--- src/rtl/alu_input_sequencer.sv ---
// Button/switch front end for the ALU: synchronizes and debounces the load and
// clear buttons, then issues one-cycle load strobes in the order A -> B -> OP.

module alu_input_sequencer_debounce #(
  parameter int DEBOUNCE_MAX = 1_000_000
) (
  input  logic clk,
  input  logic rst_n,
  input  logic btn,
  output logic press
);
  localparam int CW = $clog2(DEBOUNCE_MAX + 1);
  localparam logic [CW-1:0] CNT_LAST = CW'(DEBOUNCE_MAX - 1);

  logic [1:0]    sync_pipe;
  logic          level;
  logic          level_q;
  logic [CW-1:0] cnt;

  // The flip happens on the DEBOUNCE_MAX-th consecutive mismatching cycle.
  always_ff @(posedge clk) begin
    if (!rst_n) begin
      sync_pipe <= '0;
      level     <= 1'b0;
      level_q   <= 1'b0;
      cnt       <= '0;
    end else begin
      sync_pipe <= {sync_pipe[0], btn};
      level_q   <= level;
      if (sync_pipe[1] == level) begin
        cnt <= '0;
      end else if (cnt == CNT_LAST) begin
        level <= ~level;
        cnt   <= '0;
      end else begin
        cnt <= cnt + CW'(1);
      end
    end
  end

  assign press = level & ~level_q;
endmodule

module alu_input_sequencer #(
  parameter int NB_DATA      = 8,
  parameter int NB_OP        = 6,
  parameter int DEBOUNCE_MAX = 1_000_000
) (
  input  logic               i_clk,
  input  logic               i_rst,
  input  logic               i_btn_load,
  input  logic               i_btn_clear,
  input  logic [NB_DATA-1:0] i_sw,
  output logic [NB_DATA-1:0] o_data,
  output logic               o_en_A,
  output logic               o_en_B,
  output logic               o_en_OP,
  output logic [1:0]         o_state,
  output logic               o_ready
);
  typedef enum logic [1:0] {LOAD_A = 2'd0, LOAD_B = 2'd1, LOAD_OP = 2'd2, SHOW = 2'd3} state_t;

  if (NB_OP > NB_DATA) begin : g_bad_op
    $error("NB_OP must not exceed NB_DATA");
  end
  if (DEBOUNCE_MAX < 1) begin : g_bad_db
    $error("DEBOUNCE_MAX must be at least 1");
  end

  logic [1:0] btn;
  logic [1:0] press;
  assign btn = {i_btn_clear, i_btn_load};

  for (genvar g = 0; g < 2; g++) begin : g_btn
    alu_input_sequencer_debounce #(.DEBOUNCE_MAX(DEBOUNCE_MAX)) u_db (
      .clk   (i_clk),
      .rst_n (i_rst),
      .btn   (btn[g]),
      .press (press[g])
    );
  end

  state_t             state;
  state_t             state_nxt;
  logic [NB_DATA-1:0] sw_s1;
  logic [NB_DATA-1:0] sw_s2;
  logic [NB_DATA-1:0] data_nxt;
  logic [2:0]         en;
  logic [2:0]         en_nxt;

  // Clear outranks load; SHOW accepts a load as a fresh A to chain calculations.
  always_comb begin
    state_nxt = state;
    data_nxt  = o_data;
    en_nxt    = '0;
    if (press[1]) begin
      state_nxt = LOAD_A;
    end else if (press[0]) begin
      data_nxt = sw_s2;
      case (state)
        LOAD_A, SHOW: begin en_nxt = 3'b001; state_nxt = LOAD_B;  end
        LOAD_B:       begin en_nxt = 3'b010; state_nxt = LOAD_OP; end
        LOAD_OP:      begin en_nxt = 3'b100; state_nxt = SHOW;    end
        default:      begin en_nxt = 3'b000; state_nxt = LOAD_A;  end
      endcase
    end
  end

  always_ff @(posedge i_clk) begin
    if (!i_rst) begin
      state  <= LOAD_A;
      o_data <= '0;
      en     <= '0;
      sw_s1  <= '0;
      sw_s2  <= '0;
    end else begin
      state  <= state_nxt;
      o_data <= data_nxt;
      en     <= en_nxt;
      sw_s1  <= i_sw;
      sw_s2  <= sw_s1;
    end
  end

  assign o_en_A  = en[0];
  assign o_en_B  = en[1];
  assign o_en_OP = en[2];
  assign o_state = state;
  assign o_ready = (state == SHOW);
endmodule

--- config.mk ---
export PLATFORM = sky130hd
export DESIGN_NAME = alu_input_sequencer
export DESIGN_NICKNAME = d
export VERILOG_FILES = /design/src/rtl/alu_input_sequencer.sv
export SDC_FILE = /design/constraint.sdc
export NUM_CORES = 1
export LEC_CHECK = 0
export CAP_MARGIN = 15
export CORE_ASPECT_RATIO = 0.7
export CORE_MARGIN = 4
export CORE_UTILIZATION = 55
export DETAILED_ROUTE_END_ITERATION = 7
export DONT_BUFFER_PORTS = 1
export PLACE_DENSITY = 0.7
export SYNTH_ARGS = -nofsm -noshare
export SYNTH_HDL_FRONTEND = slang
export SYNTH_SLANG_ARGS = --single-unit
export TNS_END_PERCENT = 50
--- constraint.sdc ---
create_clock -name i_clk -period 2.9 [get_ports i_clk]
set_input_delay 0.29 -clock i_clk [delete_from_list [all_inputs] [get_ports i_clk]]
set_output_delay 0.29 -clock i_clk [all_outputs]
set_load 0.02 [all_outputs]
# Yosys cells after proc, flatten, opt, wreduce, memory -nomap -nowiden
# Index checks and enable logic that the tools add are counted.
[totals]
inputBits = 12
ff_bits = 77
out_inout_bits = 14
word_cells = 44
[op_classes]
reduce_logical = 9
eq_ne = 7
add_sub_neg = 2
bitwise_logic = 11
muxes = 2
[ops]
columns = ["cell", "n"]
rows = [
  ["20-bit by 1-bit adder with 20-bit output (second input constant)", 2],
  ["20-bit equality test (second input constant)", 2],
  ["1-bit inverter", 9],
  ["3-bit one-hot mux with 3 select lines", 1],
  ["3-bit OR reduction", 3],
  ["2-bit one-hot mux with 3 select lines", 1],
  ["2-bit AND reduction", 3],
  ["2-bit equality test (second input constant)", 2],
  ["2-bit OR reduction", 2],
  ["1-bit AND", 2],
  ["1-bit equality test", 2],
  ["2-bit by 1-bit equality test with 1-bit output (second input constant)", 1],
  ["2-bit zero test", 1],
]

# Longest topological paths before layout
# Gate-level depths: netlist of run 1.
[logic_depth]
ltp_word = 4
mapped_depth = 6
ltp_nobuf = 5

# By module
# A second synthesis of run 1 with hierarchy kept.
[hier_totals]
cells_unflattened = 321
hier_area_um2 = 3027.9
[modules_own_cells]
columns = ["module", "area_each_um2", "seq_area_each_um2", "cells_each", "n_inst"]
rows = [
  ["alu_input_sequencer_debounce", 1028.5, 480.5, 116, 2],
  ["alu_input_sequencer", 970.9, 580.6, 89, 1],
]

# Worst setup path before layout of run 1
# OpenSTA, ideal clock, no wires.
[synth_timing]
path_kind = "reg-to-reg"
start = "reg g_btn[0].u_db.cnt[0]"
end = "reg g_btn[0].u_db.cnt[18]"
arrival_ns = 1.885
path_stages_with_launch = 7
setup_time_ns = 0.070
n_path_buf = 1
path_slack_ns = 0.945
period_less_slack_ns = 1.955
required_time_ns = 2.830
cell_sequence = "dfxtp_1 -> ha_1 -> nand2_1 -> or4_1 -> clkbuf_1 -> or4_1 -> a21oi_1"
[synth_via]
elab_chain_cells = 2
word_cells_on_any_way = 3
classes_between = "add/sub: 1; eq/ne: 1; reduce/logical: 1"
[synth_lines]
columns = ["item", "line", "text"]
rows = [
  ["from (decl)", "18", "logic [CW-1:0] cnt;"],
  ["from (signal assigned)", "36", "cnt <= cnt + CW'(1);"],
  ["parallel branches: the longest is 2 deep, another holds 20-bit by 1-bit adder with 20-bit output", "-", ""],
]
# Several ways; the timed one is not identified.
# A chain may end at the register's enable or synchronous reset.

# Worst setup path in the final report of run 1
# Same ends and word-level chain as after synthesis.

==> results of run 1 <==
stage by stage:
| stage | util | std cells | hold slack (ns) | area, um2 |
|---|---|---|---|---|
| 6_report | 0.623 | 400 | 0.0658 | 3280 |
| 5_1_grt | 0.623 | 400 | 0.0360 | 3280 |
| 4_1_cts | 0.623 | 400 | 0.0441 | 3280 |
| 3_5_place_dp | 0.580 | 384 | 0.419 | 3050 |
| 3_3_place_gp | 0.580 | 384 | 0.414 | 3050 |
| 2_1_floorplan | - | 323 | 0.412 | 2990 |
state kept, by name, summed over array words and instances (netlist names):
| name | cells |
|---|---|
| en | 3 |
| g_btn.u_db.level | 2 |
| o_data | 8 |
| sw_s2 | 8 |
| g_btn.u_db.cnt | 40 |
| g_btn.u_db.sync_pipe | 4 |
| o_state | 2 |
| g_btn.u_db.level_q | 2 |
| sw_s1 | 8 |
cell usage in the layout (no fill, tap or decap), drive strengths merged:
master	Yosys	layout
a211oi	1	1
dfxtp	77	77
clkinvlp	0	2
nor2b	2	2
nand3	18	18
o211ai	2	2
and2	23	23
nand4	4	4
nor3	4	4
a21oi	17	17
o21ai	12	12
inv	18	21
or4	13	13
or3	11	11
nand2	10	10
ha	6	6
clkbuf	11	9
o31ai	7	7
and3	4	4
o21a	1	1
nor4	4	4
bufinv	0	2
or4b	1	1
nor4b	1	1
or2	1	1
xor2	10	10
nand4b	1	1
nor2	39	39
mux2i	8	8
nand2b	1	1
xnor2	13	13
buf	3	3
cells by family (layout without fill, tap and decap cells):
family          after synthesis  count (layout)
fa+ha+maj                     6               6
buf+inv                      32              37
compound gates               40              40
xor+xnor                     23              23
mux                           8               8
flops                        77              77
simple gates                137             137
per-layer routing:
layer	share of wire	vias up	GRT usage
li1	-	1097	-
met1	0.51	947	0.233
met2	0.43	29	0.240
met3	0.053	5	0.0759
met4	0.0091	0	0.0568
met5	0	-	0
critical path, delay by kind of cell (launching register included):
family                   cells  cell delay [ns]
flip-flops                   1             0.41
AND/OR/NAND/NOR              3             1.26
AO/OA/AOI/OAI                1             0.14
adder cells (fa/ha/maj)      1             0.25
synth_stat cells:
| library cell | instances |
|---|---|
| and3_2 | 1 |
| a21oi_1 | 17 |
| inv_1 | 18 |
| nand4_1 | 4 |
| nand4b_1 | 1 |
| o31ai_1 | 7 |
| xor2_1 | 10 |
| or4_1 | 13 |
| nor2b_1 | 2 |
| nor4b_1 | 1 |
| buf_2 | 3 |
| or3_1 | 11 |
| and3_1 | 3 |
| or4b_1 | 1 |
| nand2_1 | 10 |
| nor4_1 | 4 |
| nor2_1 | 39 |
| ha_1 | 6 |
| xnor2_1 | 13 |
| mux2i_1 | 8 |
| o211ai_1 | 2 |
| nor3_1 | 4 |
| dfxtp_1 | 77 |
| nand2b_1 | 1 |
| a211oi_1 | 1 |
| o21ai_0 | 12 |
| o21a_1 | 1 |
| and2_1 | 23 |
| or2_2 | 1 |
| nand3_1 | 16 |
| nand3_2 | 2 |
| clkbuf_1 | 11 |
worst max path at each step:
stage / depth (start not counted) / slack, ns / start / endpoint
global route: 5 / 0.60 / g_btn[0].u_db.cnt[0] / g_btn[0].u_db.cnt[18]
floorplan: 6 / 0.95 / g_btn[0].u_db.cnt[0] / g_btn[0].u_db.cnt[18]
CTS: 5 / 0.79 / g_btn[0].u_db.cnt[0] / g_btn[0].u_db.cnt[18]
finish: 5 / 0.77 / g_btn[0].u_db.cnt[0] / g_btn[0].u_db.cnt[18]
global placement: 5 / 0.88 / g_btn[0].u_db.cnt[0] / g_btn[0].u_db.cnt[18]
detailed placement: 5 / 0.82 / g_btn[0].u_db.cnt[0] / g_btn[0].u_db.cnt[18]
layout make-up:
type / count / area [um2] / area share
multi-input combinational: 214 / 1330 / 0.405
tap: 72 / 90.1 / 0.0275
timing repair buffer: 3 / 22.5 / 0.00687
clock buffer: 9 / 124 / 0.0378
inverter: 18 / 67.6 / 0.0206
sequential: 77 / 1540 / 0.470
clock inverter: 7 / 104 / 0.0317
report_power, final:
part           total [mW]  internal (mW)  switching [mW]  leakage (nW)
Combinational      0.0205        0.00943          0.0111         0.325
Clock               0.911          0.496           0.414         0.108
Sequential           1.07           1.07         0.00409         0.624
Total                2.01           1.58           0.430          1.06
==> summary.md, run 1 <==
| Metric | Value |
|---|---|
| Synth area leader | dfxtp_1 |
| First-pass GRT wire length | between 8000 and 9000 um |
| Vias in the first global route | ~2.0k |
| YS warnings | 0 |
| CTS resizes | 0 |
| CP peak stage delay | 0.64 ns |
| Place WS | between 0.8 and 0.9 ns |
| Critical Path RT | 3.17 ns |
| Crit path cell chain | ha_1 > nand2_1 > or4_1 > or4_1 > a21oi_1 |
| Hold EP | sw_s1[7] |
| Fin worst setup slack | 0.769 ns |
| P per Cell Area | between 600 and 700 nW/um2 |
| Slowest CP cell | or4_1 |
| RR Endpoint | g_btn[0].u_db.cnt[18] |
| Fillcell total | between 400 and 500 |
| Synth Area in Compound Gates | 0.0761 |
| Die H | 69.7 um |
| I/O pins | 26 |
| Total Nets Final | 341 |
| Syn Area/Cell | 9.27 um2 |
| All-Layer GR Usage | 0.171 |
| Setup_tns | 0 ns |
| Post-CTS Setup Bufs | 0 |
| Yosys top cell area share | 0.515 |
| Initial antenna violation count | 0 |
| Die X | 96.2 um |
| CP startpoint kind | flop |
| Crit Path Category | reg -> reg |
| Syn-to-layout area delta | 9.49% |
| Final GP Congestion | 0.767 |
| Yosys reg bits | 77 |
| Clk sinks | 77 |
| Worst slew pin tran | 0.578 ns |
| CTS Buffer Depth | 2 |
| Maximum VDD drop | ~0.46 mV |
| Row count | 22 |
| Initial Utilization | 0.569 |
| RSZ-0062 raised after global routing | no |
| Worst slew margin relative to its limit | 0.615 |
| Hold Startpoint | i_sw[7] |
| Root buf cell | clkbuf_8 |
| # DRC | 0 |
| Layout cells sized above 1 | 0.0701 |
| Core area | 5260 um2 |
| Endpoints failing hold | 0 |
| Largest net degree at the start of global routing | 28 |
| Synth Area in Adders | 0.0251 |
| Seq/Total Area, Yosys | 0.515 |
| Largest cells by area after synthesis | dfxtp_1, nor2_1, and2_1 |
| Per-cell routed wire length | 13.1 um |
| Mux share of post-synthesis cell area | 0.0268 |
| ANT nets after route | 0 |
| Fmax achieved | 0.469 GHz |
| Simple-gate portion of the synthesized area | 0.248 |
| Xor/xnor share of the synthesized area | 0.0673 |
| Cell variety after synth | 32 |
| Htree depth | 3 |
| Main combinational cell family by area after synthesis | simple AND/OR/NAND/NOR gates |
| IO Port Bufs | 0 |
| Setup violations, final | 0 |
| CP arrival | 2.40 ns |
| Crit-path max FO | 8 |
| Count of inserted antenna diode cells | 0 |
| Max-cap violation count | 0 |
| Via count | 2078 |
| Synth Net Count | 341 |
| Worst Hold Depth | 1 |
| Status | complete, no violations |
| Gate Count Post-Synth | roughly 320 |
| Clk_lat worst skew | 0.34 ns |
| R2R Setup Slk | 0.77 ns |
| Final period utilization | 0.735 |
| Tmin final | 2.13 ns |
| Max-slew violations | 0 |
| DP HPWL | 3690 um |
| Remaining global-route overflow | 0 |
| Leak | approximately 1.1 nW |
| CP dominant cell by count | or4_1 |
| CTS tree | done |
| Layout Skew | 0.0110 ns |
| Die area | ~6700 um2 |
| DRT Wirelength | 5260 um |
| CP endpoint kind | flop |
| Worst-path clk slew | about 0.090 ns |
| Reg2Reg Depth | 5 |
| Total Power | between 2 and 2.5 mW |
| CTS Hold Bufs | 0 |
| Num CTS Buffers | 9 |
| DRT Pass-1 Iters | 6 |
| Mapped cell area | between 2000 and 3000 um2 |
| Starting DRT DRC Count | 92 |
| Via density | approximately 5.2 |
| Min-Delay Path Class | in -> reg |
| R2r startpoint | g_btn[0].u_db.cnt[0] |
Note: power is estimated with default switching activity, not from simulation.
==> inputs of run 2 (changes only) <==
--- a/config.mk
+++ b/config.mk
@@ -11,7 +11,7 @@
 export CORE_UTILIZATION = 55
 export DETAILED_ROUTE_END_ITERATION = 7
 export DONT_BUFFER_PORTS = 1
-export PLACE_DENSITY = 0.7
+export PLACE_DENSITY = 0.73
 export SYNTH_ARGS = -nofsm -noshare
 export SYNTH_HDL_FRONTEND = slang
 export SYNTH_SLANG_ARGS = --single-unit
==> constraint.sdc (replaced) <==
create_clock -name i_clk -period 1.77 [get_ports i_clk]
set_input_delay 0.177 -clock i_clk [delete_from_list [all_inputs] [get_ports i_clk]]
set_output_delay 0.177 -clock i_clk [all_outputs]
set_load 0.02 [all_outputs]
==> run 2 against run 1 <==
Net effect:
- the flow now finishes with violations (setup timing)
- critical path depth unchanged
- core utilization up 9.1 points
- clock power rose by 35%
- clock-buffer cell count increased by 3
- sequential power up 64%
- worst setup slack got worse by 0.98 ns
- total power grew 52%
- cell count grew 14%
- critical path type unchanged
- largest power group unchanged
- highest routed layer unchanged
==> summary.md, run 2 (synthesis results as in run 1) <==
| Metric | Value |
|---|---|
| Max-cap violation count | 0 |
| Commonest non-fill, non-tap cells in the layout | dfxtp_1, buf_4, nor2_1, and2_1, inv_1 |
| Clk sinks | slightly below 80 |
| Die H | roughly 70 um |
| CTS tree | done |
| Total Power | around 3.1 mW |
| Final GP Congestion | 0.804 |
| Remaining global-route overflow | 0 |
| Starting DRT DRC Count | 90 |
| Worst-path clk slew | approximately 0.070 ns |
| Core area | 5260 um2 |
| Commonest non-fill, non-tap cell in the layout | dfxtp_1 |
| Row count | 22 |
| Tmin final | between 1.5 and 2 ns |
| Syn-to-layout area delta | 25.5% |
| Fmax achieved | 0.505 GHz |
| Worst slew pin tran | 0.608 ns |
| DP Cell Count | 427 |
| Initial Utilization | 0.569 |
| Fillcell total | ~370 |
| CP endpoint kind | flop |
| Num CTS Buffers | 9 |
| Die X | 96.2 um |
| DP HPWL | 4150 um |
| First-pass GRT wire length | ~10000 um |
| ANT nets after route | 0 |
| Initial antenna violation count | 0 |
| CP startpoint kind | flop |
| Sequential cell area | between 1500 and 2000 um2 |
| Count of inserted antenna diode cells | 0 |
| Critical Path RT | between 1.5 and 2 ns |
| Largest net degree at the start of global routing | 24 |
| Leak | 1.32 nW |
| Biggest register | g_btn.u_db.cnt |
| Root buf cell | clkbuf_8 |
| Endpoints failing hold | 0 |
| IO Port Bufs | 0 |
| # DRC | 0 |
| DRT Pass-1 Iters | 4 |
| I/O pins | 26 |
| Setup violations, final | 21 |
| Htree depth | 3 |
| Min-Delay Path Class | in -> reg |
| Status | finished with violations |
| Multi-input gate area | about 1400 um2 |
| Layout cells sized above 1 | 0.222 |
| Setup_tns | -3.91 ns |
| Via count | 2335 |
| Crit Path Category | reg -> reg |
| Total Nets Final | 396 |
| Failing checks | setup timing |
| Vias in the first global route | about 2.2k |
| Die area | about 6700 um2 |
| Final period utilization | 1.12 |
| CTS Buffer Depth | 2 |
| Per-cell routed wire length | 13.5 um |
| DRT Wirelength | 6130 um |
| Maximum VDD drop | 0.669 mV |
| Place WS | -0.251 ns |
| CP arrival | 2.20 ns |
| Layout Cells excl Fill | 455 |
| Number of flip-flops in the largest register | 40 |
| Worst slew margin relative to its limit | 0.593 |
| Max-slew violations | 0 |
| Clk_lat worst skew | 0.35 ns |
| Crit-path max FO | 16 |
| Layout Skew | 0.0135 ns |
| Fin worst setup slack | -0.210 ns |
| All-Layer GR Usage | 0.202 |
| RSZ-0062 raised after global routing | yes |
| Via density | 5.13 |
| Final core occ | 0.714 |
| P per Cell Area | 812 nW/um2 |
-- run 2: cell count changes in the layout (fill, tap and decap cells not counted), moves of 4 or more --
| cell | previous run | this run |
|---|---|---|
| a21oi_2 | 0 | 4 |
| a21oi_1 | 17 | 13 |
| or4_1 | 13 | 8 |
| dfxtp_2 | 0 | 6 |
| buf_4 | 3 | 45 |
| dlygate4sd3_1 | 0 | 11 |
| dfxtp_1 | 77 | 69 |
| or4_4 | 0 | 5 |
-- run 2: worst paths after layout --
kind / startpoint / to / slack (ns) / depth (start not counted)
setup reg to reg: g_btn[0].u_db.cnt[15] / g_btn[0].u_db.cnt[15] / -0.21 / 5
setup / recovery: g_btn[0].u_db.cnt[15] / g_btn[0].u_db.cnt[15] / -0.21 / 5
hold / removal: i_rst / o_state[1] / 0.06 / 2
hold reg to reg: sw_s1[6] / sw_s2[6] / 0.44 / 1
-- run 2: metal layers --
metal	wire length, um	GRT usage	vias up
met5	0	0	-
met4	141	0.0773	0
met3	404	0.0792	12
met2	2520	0.279	54
met1	3060	0.282	1059
li1	-	-	1210
-- run 2: final cells by class --
class	instances	share of cell area
clock buffers	12	0.0413
clock inverters	4	0.00799
inverters	18	0.0180
multi-input cells	214	0.369
flip-flops and latches	77	0.414
well taps	72	0.0240
repair buffers	58	0.125
-- run 2: stage by stage --
stage	cell area, um2	hold slack (ns)
after global placement	3410	0.301
final	3760	0.0640
after global routing	3760	0.0505
after floorplan	3040	0.304
after CTS	3710	0.0459
after detailed placement	3410	0.303
-- run 2: critical path: stages, from the launching register on --
cell and delay [ns]:
dfxtp_2 0.32, or4_1 0.51, or4_4 0.53, o211ai_1 0.24
buf_6 0.21, a21oi_1 0.06
-- run 2: what timing repair did --
item	4_1_cts	5_1_grt
endpoints found under the hold margin	23	0
pin swaps	2	2
resized for setup	4	11
buffers inserted	0	1
setup endpoints to repair	26	40
hold buffers	11	0
-- run 2: report_power, final --
| part | internal (mW) | switching [mW] |
|---|---|---|
| clock network | 0.591 | 0.637 |
| logic | 0.0340 | 0.0297 |
| registers | 1.75 | 0.00713 |
| total | 2.38 | 0.674 |
==> inputs of run 3 (changes only) <==
--- a/config.mk
+++ b/config.mk
@@ -11,7 +11,8 @@
 export CORE_UTILIZATION = 55
 export DETAILED_ROUTE_END_ITERATION = 7
 export DONT_BUFFER_PORTS = 1
-export PLACE_DENSITY = 0.73
+export PLACE_DENSITY = 0.7
+export SKIP_LAST_GASP = 1
 export SYNTH_ARGS = -nofsm -noshare
 export SYNTH_HDL_FRONTEND = slang
 export SYNTH_SLANG_ARGS = --single-unit
==> constraint.sdc (replaced) <==
create_clock -name i_clk -period 2.5 [get_ports i_clk]
set_input_delay 0.25 -clock i_clk [delete_from_list [all_inputs] [get_ports i_clk]]
set_output_delay 0.25 -clock i_clk [all_outputs]
set_load 0.02 [all_outputs]
==> run 3 against run 2 <==
Net effect:
- sequential cell count did not move
- largest power group unchanged
- die area did not move
- the run now ends clean
- clock power fell by 15%
- critical endpoint is now g_btn[0].u_db.cnt[18]
- core utilization fell by 8.7 points
- wire length fell by 14%
- sequential power fell by 29%
- non-clock buffer count fell by 53
- worst hold slack got worse by 0.043 ns
- cell count fell by 12%
- fmax fell by 5.8%
- clock-buffer cell count fell by 2
- register-to-register slack improved by 0.61 ns
==> summary.md, run 3 (synthesis results as in run 1) <==
| Metric | Value |
|---|---|
| Die X | 96.2 um |
| DR top layer | met4 |
| Place WS | 0.434 ns |
| Critical Path RT | 2.78 ns |
| Initial antenna violation count | 0 |
| CP startpoint kind | flop |
| RSZ-0062 raised after global routing | no |
| Worst Hold Depth | 1 |
| Final period utilization | 0.841 |
| CTS tree | done |
| Die H | 69.7 um |
| Clk sinks | 77 |
| Total Nets Final | 343 |
| Worst Setup SP | g_btn[0].u_db.cnt[0] |
| Commonest non-fill, non-tap cell in the layout | dfxtp_1 |
| Setup violations, final | 0 |
| Multi-input gate area | 1330 um2 |
| R2R Setup Slk | ~0.40 ns |
| Num CTS Buffers | 9 |
| Combinational power share | 0.012 |
| Commonest non-fill, non-tap cells in the layout | dfxtp_1, nor2_1, and2_1, inv_1, a21oi_1 |
| CP dominant cell by count | or4_1 |
| I/O pins | 26 |
| RR Endpoint | g_btn[0].u_db.cnt[18] |
| P per Cell Area | a little over 700 nW/um2 |
| Endpoints failing hold | 0 |
| CP endpoint kind | flop |
| Worst slew pin tran | 0.579 ns |
| DP HPWL | 3640 um |
| Layout cells sized above 1 | 0.0697 |
| Max-cap violation count | 0 |
| Remaining global-route overflow | 0 |
| Sequential cell area | about 1500 um2 |
| DRT Wirelength | ~5300 um |
| Fmax achieved | 0.476 GHz |
| Sw Ratio | 0.204 |
| Layout Cells excl Fill | 402 |
| Core area | 5260 um2 |
| R2r startpoint | g_btn[0].u_db.cnt[0] |
| Number of flip-flops in the largest register | 40 |
| CTS resizes | 0 |
| Final GP Congestion | 0.767 |
| Internal Power | 1.85 mW |
| Per-cell routed wire length | about 13 um |
| # DRC | 0 |
| Leak | 1.08 nW |
| First-pass GRT wire length | between 8000 and 9000 um |
| Worst path bufs/invs | 0 |
| Starting DRT DRC Count | 106 |
| WL met3 | 308 um |
| Maximum VDD drop | 0.428 mV |
| Via count | 2094 |
| P_sw | 0.476 mW |
| Htree depth | 3 |
| DP Cell Count | 384 |
| All-Layer GR Usage | 0.172 |
| CP peak stage delay | between 0.6 and 0.7 ns |
| Reg2Reg Depth | 5 |
| Layout Skew | 0.00803 ns |
| Largest net degree at the start of global routing | 28 |
| Via density | 5.21 |
| Clk_lat worst skew | 0.35 ns |
| Max-slew violations | 0 |
| Tmin final | approximately 2.1 ns |
| ANT nets after route | 0 |
| DRT Pass-1 Iters | 4 |
| Clock network power share | 0.453 |
| Hold Startpoint | i_sw[5] |
| Hold EP | sw_s1[5] |
| Share of power burned in registers | 0.535 |
| CTS Buffer Depth | 2 |
| Wire length on met2 | between 2000 and 2500 um |
| Worst-path clk slew | 0.08 ns |
| Status | complete, no violations |
| Crit path cell chain | ha_1 > nand2_1 > or4_1 > or4_1 > a21oi_1 |
| Crit Path Category | reg -> reg |
| Biggest register | g_btn.u_db.cnt |
| Top cell family by delay on the critical path | simple AND/OR/NAND/NOR gates |
| Fillcell total | around 440 |
| Hold_ws | 0.0213 ns |
| Worst slew margin relative to its limit | 0.614 |
| Syn-to-layout area delta | 10.2% |
| Die area | 6700 um2 |
| Slowest CP cell | or4_1 |
| Row count | 22 |
| CP arrival | 2.38 ns |
| IO Port Bufs | 0 |
| Fin worst setup slack | 0.398 ns |
| Root buf cell | clkbuf_8 |
| Crit-path max FO | 8 |
| Count of inserted antenna diode cells | 0 |
| Setup_tns | 0 ns |
| Min-Delay Path Class | in -> reg |
| Wl on met1 | around 2700 um |
| Initial Utilization | 0.569 |
| Vias in the first global route | roughly 1.9k |
## run 3: cell count changes in the layout (fill, tap and decap cells not counted), moves of 5 or more
cell / change
buf_4: -42
dlygate4sd3_1: -9
or4_4: -5
dfxtp_2: -6
or4_1: +5
dfxtp_1: +8
## run 3: metal layers
metal,up-vias,GRT usage
met1,940,0.233
met3,9,0.0868
li1,1110,-
met2,35,0.238
met4,0,0.0473
met5,-,0
## run 3: power groups by stage
stage	clock, mW	sequential, mW	combinational, mW
final	1.05	1.25	0.0276
after global routing	1.16	1.25	0.0311
after CTS	1.09	1.25	0.0244
after detailed placement	0	1.27	0.0243
after global placement	0	1.27	0.0236
after floorplan	0	1.27	0.0217
## run 3: how the worst max path moves through the flow
stage / endpoint / slack, ns / cells after the start
4_1_cts: g_btn[0].u_db.cnt[18] / 0.41 / 5
3_5_place_dp: g_btn[0].u_db.cnt[18] / 0.43 / 5
3_3_place_gp: g_btn[0].u_db.cnt[18] / 0.48 / 5
2_1_floorplan: g_btn[0].u_db.cnt[18] / 0.55 / 6
6_report: g_btn[0].u_db.cnt[18] / 0.40 / 5
5_1_grt: g_btn[0].u_db.cnt[18] / 0.27 / 5
## run 3: final cells by class
| type | instances | share of cell area |
|---|---|---|
| Tap cell | 72 | 0.0273 |
| Clock buffer | 10 | 0.0417 |
| Clock inverter | 6 | 0.0277 |
| Sequential cell | 77 | 0.467 |
| Timing Repair Buffer | 5 | 0.0129 |
| Inverter | 18 | 0.0205 |
| Multi-Input combinational cell | 214 | 0.403 |
## run 3: worst register-to-register path, cell delays in order, from the launching register on
cell and delay [ns]:
dfxtp_1 0.40, ha_1 0.25, nand2_1 0.10, or4_1 0.63, or4_1 0.51, a21oi_1 0.15
## run 3: what timing repair did
action                                 CTS  global route
endpoints found under the hold margin    0             4
hold buffers                             0             2
buffers inserted                         0             0
## run 3: through the flow
step                      utilization  area [um2]  total power [mW]
after global routing            0.627        3300              2.43
after floorplan                     -        2990              1.30
after detailed placement        0.580        3050              1.30
final                           0.627        3300              2.33
after global placement          0.580        3050              1.30
after CTS                       0.624        3280              2.36
